## config.mk

```make
export PLATFORM = sky130hd
export DESIGN_NAME = if_fetch_queue
export DESIGN_NICKNAME = d
export VERILOG_FILES = /design/src/rtl/if_fetch_queue.sv
export SDC_FILE = /design/constraint.sdc
export NUM_CORES = 1
export LEC_CHECK = 0
export ABC_AREA = 1
export BUFFER_PORTS_ARGS = -buffer_cell sky130_fd_sc_hd__clkbuf_2
export CORE_ASPECT_RATIO = 2
export CORE_MARGIN = 2
export CORE_UTILIZATION = 55
export DETAILED_ROUTE_END_ITERATION = 10
export HOLD_SLACK_MARGIN = 0.06
export PLACE_DENSITY = 0.74
export SYNTH_ARGS = -nofsm -noshare
export SYNTH_HDL_FRONTEND = slang
export SYNTH_SLANG_ARGS = --single-unit
```

## constraint.sdc

```tcl
create_clock -name clk -period 6 [get_ports clk]
set_clock_uncertainty 0.05 [all_clocks]
set_input_delay 1.2 -clock clk [delete_from_list [all_inputs] [get_ports clk]]
set_output_delay 1.2 -clock clk [all_outputs]
set_load 0.01 [all_outputs]
```

## src/rtl/if_fetch_queue.sv

```systemverilog
// if_fetch_queue -- instruction fetch unit with PC generation, an in-order
// request/response instruction-memory interface and a DEPTH-entry fetch queue
// that feeds decode through a valid/ready handshake.
//
// Ports:
//   clk, rst                  clock, synchronous active-high reset
//   redirect_valid/_pc        flush queue and restart fetch at redirect_pc
//   imem_req_valid/_addr      fetch request to instruction memory
//   imem_req_ready            memory accepts the request
//   imem_rsp_valid/_data      in-order response, latency >= 1 cycle
//   id_valid/_instr/_pc       head of the fetch queue presented to decode
//   id_ready                  decode consumes the head entry
//   perf_stall_cnt            (FETCH_PERF_EN) cycles with id_valid && !id_ready
//   perf_discard_cnt          (FETCH_PERF_EN) stale responses dropped
//
// Optional feature macro: FETCH_PERF_EN adds the two saturating perf counters.
module if_fetch_queue #(
    parameter int              XLEN     = 32,
    parameter int              ILEN     = 32,
    parameter int              DEPTH    = 4,
    parameter logic [XLEN-1:0] RESET_PC = '0
) (
    input  logic            clk,
    input  logic            rst,
    input  logic            redirect_valid,
    input  logic [XLEN-1:0] redirect_pc,
    output logic            imem_req_valid,
    output logic [XLEN-1:0] imem_req_addr,
    input  logic            imem_req_ready,
    input  logic            imem_rsp_valid,
    input  logic [ILEN-1:0] imem_rsp_data,
    output logic            id_valid,
    output logic [ILEN-1:0] id_instr,
    output logic [XLEN-1:0] id_pc,
`ifdef FETCH_PERF_EN
    output logic [31:0]     perf_stall_cnt,
    output logic [31:0]     perf_discard_cnt,
`endif
    input  logic            id_ready
);
    localparam int PW = $clog2(DEPTH);
    localparam int CW = PW + 1;

    logic [XLEN-1:0]  pc_q;
    logic [XLEN-1:0]  ent_pc    [DEPTH];
    logic [ILEN-1:0]  ent_instr [DEPTH];
    logic [DEPTH-1:0] ent_full;
    logic [PW-1:0]    head, tail, fptr;   // fptr = oldest allocated-but-unfilled
    logic [CW-1:0]    alloc_cnt, pend_cnt, discard_cnt;
    logic [ILEN-1:0]  last_instr;
    logic [XLEN-1:0]  last_pc;

    logic req_fire, pop, rsp_drop, rsp_fill;
    logic [CW:0] outstanding;

    // Every request still in memory is either pending (will fill) or stale
    // (will be dropped); cap the total so the discard counter cannot overflow.
    assign outstanding    = {1'b0, pend_cnt} + {1'b0, discard_cnt};
    assign imem_req_valid = !rst && !redirect_valid && (alloc_cnt < CW'(DEPTH))
                            && (outstanding < (CW+1)'(DEPTH));
    assign imem_req_addr  = pc_q;
    assign req_fire       = imem_req_valid && imem_req_ready;

    assign id_valid = ent_full[head] && !redirect_valid;
    assign id_instr = id_valid ? ent_instr[head] : last_instr;
    assign id_pc    = id_valid ? ent_pc[head]    : last_pc;
    assign pop      = id_valid && id_ready;

    assign rsp_drop = imem_rsp_valid && (discard_cnt != '0);
    assign rsp_fill = imem_rsp_valid && (discard_cnt == '0) && (pend_cnt != '0);

    always_ff @(posedge clk) begin
        if (rst) begin
            pc_q        <= RESET_PC;
            ent_full    <= '0;
            head        <= '0;
            tail        <= '0;
            fptr        <= '0;
            alloc_cnt   <= '0;
            pend_cnt    <= '0;
            discard_cnt <= '0;
            last_instr  <= '0;
            last_pc     <= '0;
        end else if (redirect_valid) begin
            // Everything still in flight becomes stale; a response arriving
            // this same cycle retires one of them.
            pc_q        <= redirect_pc & ~XLEN'(3);
            ent_full    <= '0;
            head        <= '0;
            tail        <= '0;
            fptr        <= '0;
            alloc_cnt   <= '0;
            pend_cnt    <= '0;
            discard_cnt <= discard_cnt + pend_cnt
                           - CW'(imem_rsp_valid && (outstanding != '0));
        end else begin
            if (req_fire) begin
                ent_pc[tail] <= pc_q;
                tail         <= tail + 1'b1;
                pc_q         <= pc_q + XLEN'(4);
            end
            if (rsp_fill) begin
                ent_instr[fptr] <= imem_rsp_data;
                ent_full[fptr]  <= 1'b1;
                fptr            <= fptr + 1'b1;
            end
            if (pop) begin
                ent_full[head] <= 1'b0;
                head           <= head + 1'b1;
                last_instr     <= ent_instr[head];
                last_pc        <= ent_pc[head];
            end
            alloc_cnt   <= alloc_cnt + CW'(req_fire) - CW'(pop);
            pend_cnt    <= pend_cnt + CW'(req_fire) - CW'(rsp_fill);
            discard_cnt <= discard_cnt - CW'(rsp_drop);
        end
    end

`ifdef FETCH_PERF_EN
    always_ff @(posedge clk) begin
        if (rst) begin
            perf_stall_cnt   <= '0;
            perf_discard_cnt <= '0;
        end else begin
            if (id_valid && !id_ready && perf_stall_cnt != '1)
                perf_stall_cnt <= perf_stall_cnt + 32'd1;
            if (rsp_drop && perf_discard_cnt != '1)
                perf_discard_cnt <= perf_discard_cnt + 32'd1;
        end
    end
`endif

    // A response with nothing outstanding is a memory protocol error.
    a_rsp_expected: assert property (@(posedge clk) disable iff (rst)
        !(imem_rsp_valid && pend_cnt == '0 && discard_cnt == '0));

endmodule

```

==> impl_results.md <==
* Hold WC Path Type: reg -> reg
* Number of antenna diodes at 0
* Post-route antenna net violation count at 0
* Initial antenna violation count at 0
* Peak VDD IR at 234 uV
* Post-Place Setup Slack at 1.67 ns
* Most common cell after layout, fill and taps aside: nand2_1
* Max-Cap Viols at 0
* Number of design-rule violations left by the first detailed-router iteration at 777
* Result of the run: finished clean
* Largest delay contributor family on the critical path: buffers and inverters
* Number of enable flip-flop cells after synthesis at between 200 and 250
* Floorplan die area at 30400 sq um
* Register area share after synthesis at 0.610
* Fin. max-slew vios at 0
* Vias after detailed routing at 11700
* Area of the multi-input gates at 5210 sq um
* Vias in the first global route at about 11000
* Required time of the critical path at approximately 4.8 ns
* Port buffer count at approximately 160
* Filler Cells Inserted at around 2400
* Num CTS Buffers at 30
* Clock input transition at the sequential cells of the worst setup and hold paths at 0.07 ns
* Starting utilization of the core area at 0.556
* Via density at around 5.4
* Transition time at the pin with the least slew margin at 1.16 ns
* Final worst path period need at between 4 and 5 ns
* Slowest library cell on the worst path: nand2_4
* Footprint of the flip-flops and latches at between 9000 and 10000 sq um
* Setup repair after global routing missed its margin: false
* Synthesized area divided by synthesized cell count at approximately 9.7 sq um
* Yosys Warn Count at 0
* Fraction of layout instances using a drive strength above 1 at 0.144
* Worst skew pair latency at about 0.56 ns
* Area Overhead vs Synth at 13.4%
* Post-synthesis async set-or-reset flop share at 0
* Flop and latch count out of synthesis at roughly 360
* Fin worst setup slack at 1.70 ns
* Overall die width at 124 microns
* Buffer type at the clock tree root: clkbuf_16
* Crit Path Max Fanout at 74
* Delay of the slowest cell on the worst path at 0.57 ns
* Startpoint type of the worst setup path: input port
* Post-detailed-routing wire length at about 35000 microns
* Post-CTS setup buffers at 0
* Most used cell along the critical path: clkbuf_2
* Wire length of the first global-routing pass at 56600 microns
* Critical path class: in -> out
* Cell taking the most area after synthesis: edfxtp_1
* Estimated wirelength of the detail-placed design at approximately 22000 microns
* Remaining routing DRC violations at 0
* Area contributors post-synth: edfxtp_1 47%, dfxtp_1 14%, nand2_1 8.2%, o21ai_0 6.2%, nor2_1 4.8%
* CP cell instances: clkbuf_2 -> inv_2 -> nand2_4 -> buf_4 -> nand2_1 -> o21ai_0 -> clkbuf_2
* Slew headroom at 0.224
* Post-Synthesis Cells at approximately 1600
* Placeable core area at 28600 sq um
* Maximum level of the CTS H-tree at 1
* Count of TritonRoute iterations in the first routing pass at 5
* Worst path bufs/invs at 4
* Commonest non-fill, non-tap cells in the layout: 346 x nand2_1, 248 x edfxtp_1, 198 x o21ai_0
* Total gr overflow at 0
* Largest net degree at the start of global routing at 91
* Global placement routability congestion at 0.793
* Proportion of netlist area held by the largest area contributor at 0.468
* Yosys cell types at 38
* Avg WL per Cell at 16.5 microns
* Die Height at 244 microns
* Share of the clock period used by the worst path after layout at 0.717
* Number of buffers inserted for hold repair after clock tree synthesis at 0
* Num ports at 168
* Count of final setup violators at 0
* Rows at 88
* Post-synth design cell area at 15900 sq um
* Leakage dissipation at 6.79 nW
* Maximum root-to-sink buffer count at 3
* Worst setup EP type: output port
* Total global routing track utilization at 0.228
* Power per Cell Area at 285 nW/um^2
* Final Hold Viols at 0
* TritonCTS clock tree: built
* # resized after CTS at 0
* Final TNS setup at 0 ns
* Clock net sink count at 361
* Max Clock Freq at 232 MHz
* Net count of the finished layout at 1870
* Data arrival, critical path at 3.05 ns
* Synth Flop Type: edfxtp_1
flip-flops by register name, indices dropped and copies added, names as in the netlist, named ones only:
register	flops
ent_instr	128
ent_pc	120
last_instr	32
imem_req_addr	30
last_pc	30
ent_full	4
alloc_cnt	3
discard_cnt	3
pend_cnt	3
fptr	2
head	2
tail	2
power by group:
| group | total, mW | internal [mW] | switching [mW] |
|---|---|---|---|
| logic | 0.274 | 0.107 | 0.167 |
| registers | 2.75 | 2.70 | 0.0511 |
| clock network | 2.12 | 1.24 | 0.876 |
| total | 5.14 | 4.05 | 1.09 |
cells in the mapped netlist (all sizes together) (6+ instances only):
library cell,instances
nor2,210
clkbuf,39
o22a,62
xnor2,11
a21boi,6
nand2,350
edfxtp,248
ha,25
buf,54
dfxtp,113
nand3,58
inv,148
a21oi,94
o21ai,198
o21bai,6
worst paths after layout:
path	slack (ns)	cells past startpoint	end	start
hold reg to reg	0.39	2	last_pc[9]$_SDFFE_PP0P_	last_pc[9]$_SDFFE_PP0P_
setup / recovery	1.70	7	id_instr[31]	redirect_valid
hold / removal	0.39	2	last_pc[9]$_SDFFE_PP0P_	last_pc[9]$_SDFFE_PP0P_
setup reg to reg	2.78	13	alloc_cnt[2]$_SDFF_PP0_	head[0]$_SDFFE_PP0N_
per-layer routing:
metal | up-vias | GRT usage | routed length (microns) | part of all wire
li1 | 5756 | - | - | -
met1 | 5499 | 0.301 | 15300 | 0.43
met2 | 352 | 0.402 | 17600 | 0.50
met3 | 43 | 0.0245 | 1910 | 0.054
met4 | 0 | 0.0625 | 655 | 0.018
met5 | - | 0 | 0 | 0
worst min-delay path, delay by kind of cell (launching register included):
kind	cells	cell delay, ns
AOI/OAI and AO/OA	1	0.04
buffers and inverters	1	0.05
DFF	1	0.31
logic make-up after synthesis:
kind of cell | share of synthesized area
flops | 0.610
other cells | 0.000236
compound gates | 0.135
buf+inv | 0.0656
xor+xnor | 0.00716
fa+ha+maj | 0.0247
simple gates | 0.157
per-stage QoR:
| stage | utilization | instances | area [sq um] | hold WS [ns] | total power [mW] |
|---|---|---|---|---|---|
| 2_1_floorplan | - | 1649 | 15900 | 0.371 | 2.97 |
| 3_3_place_gp | 0.592 | 2099 | 17000 | 0.377 | 3.07 |
| 3_5_place_dp | 0.592 | 2099 | 17000 | 0.381 | 3.08 |
| 4_1_cts | 0.630 | 2155 | 18000 | 0.391 | 5.17 |
| 5_1_grt | 0.630 | 2155 | 18000 | 0.405 | 5.30 |
| 6_report | 0.630 | 2155 | 18000 | 0.389 | 5.14 |
final cells by class:
cell class	count	area share
Clock buffer	40	0.0466
Clock inverter	16	0.0130
Inverter	151	0.0319
Multi-Input combinational cell	1044	0.289
Sequential cell	361	0.539
Tap cell	360	0.0250
Timing Repair Buffer	183	0.0559
(Power assumes the default switching activity.)
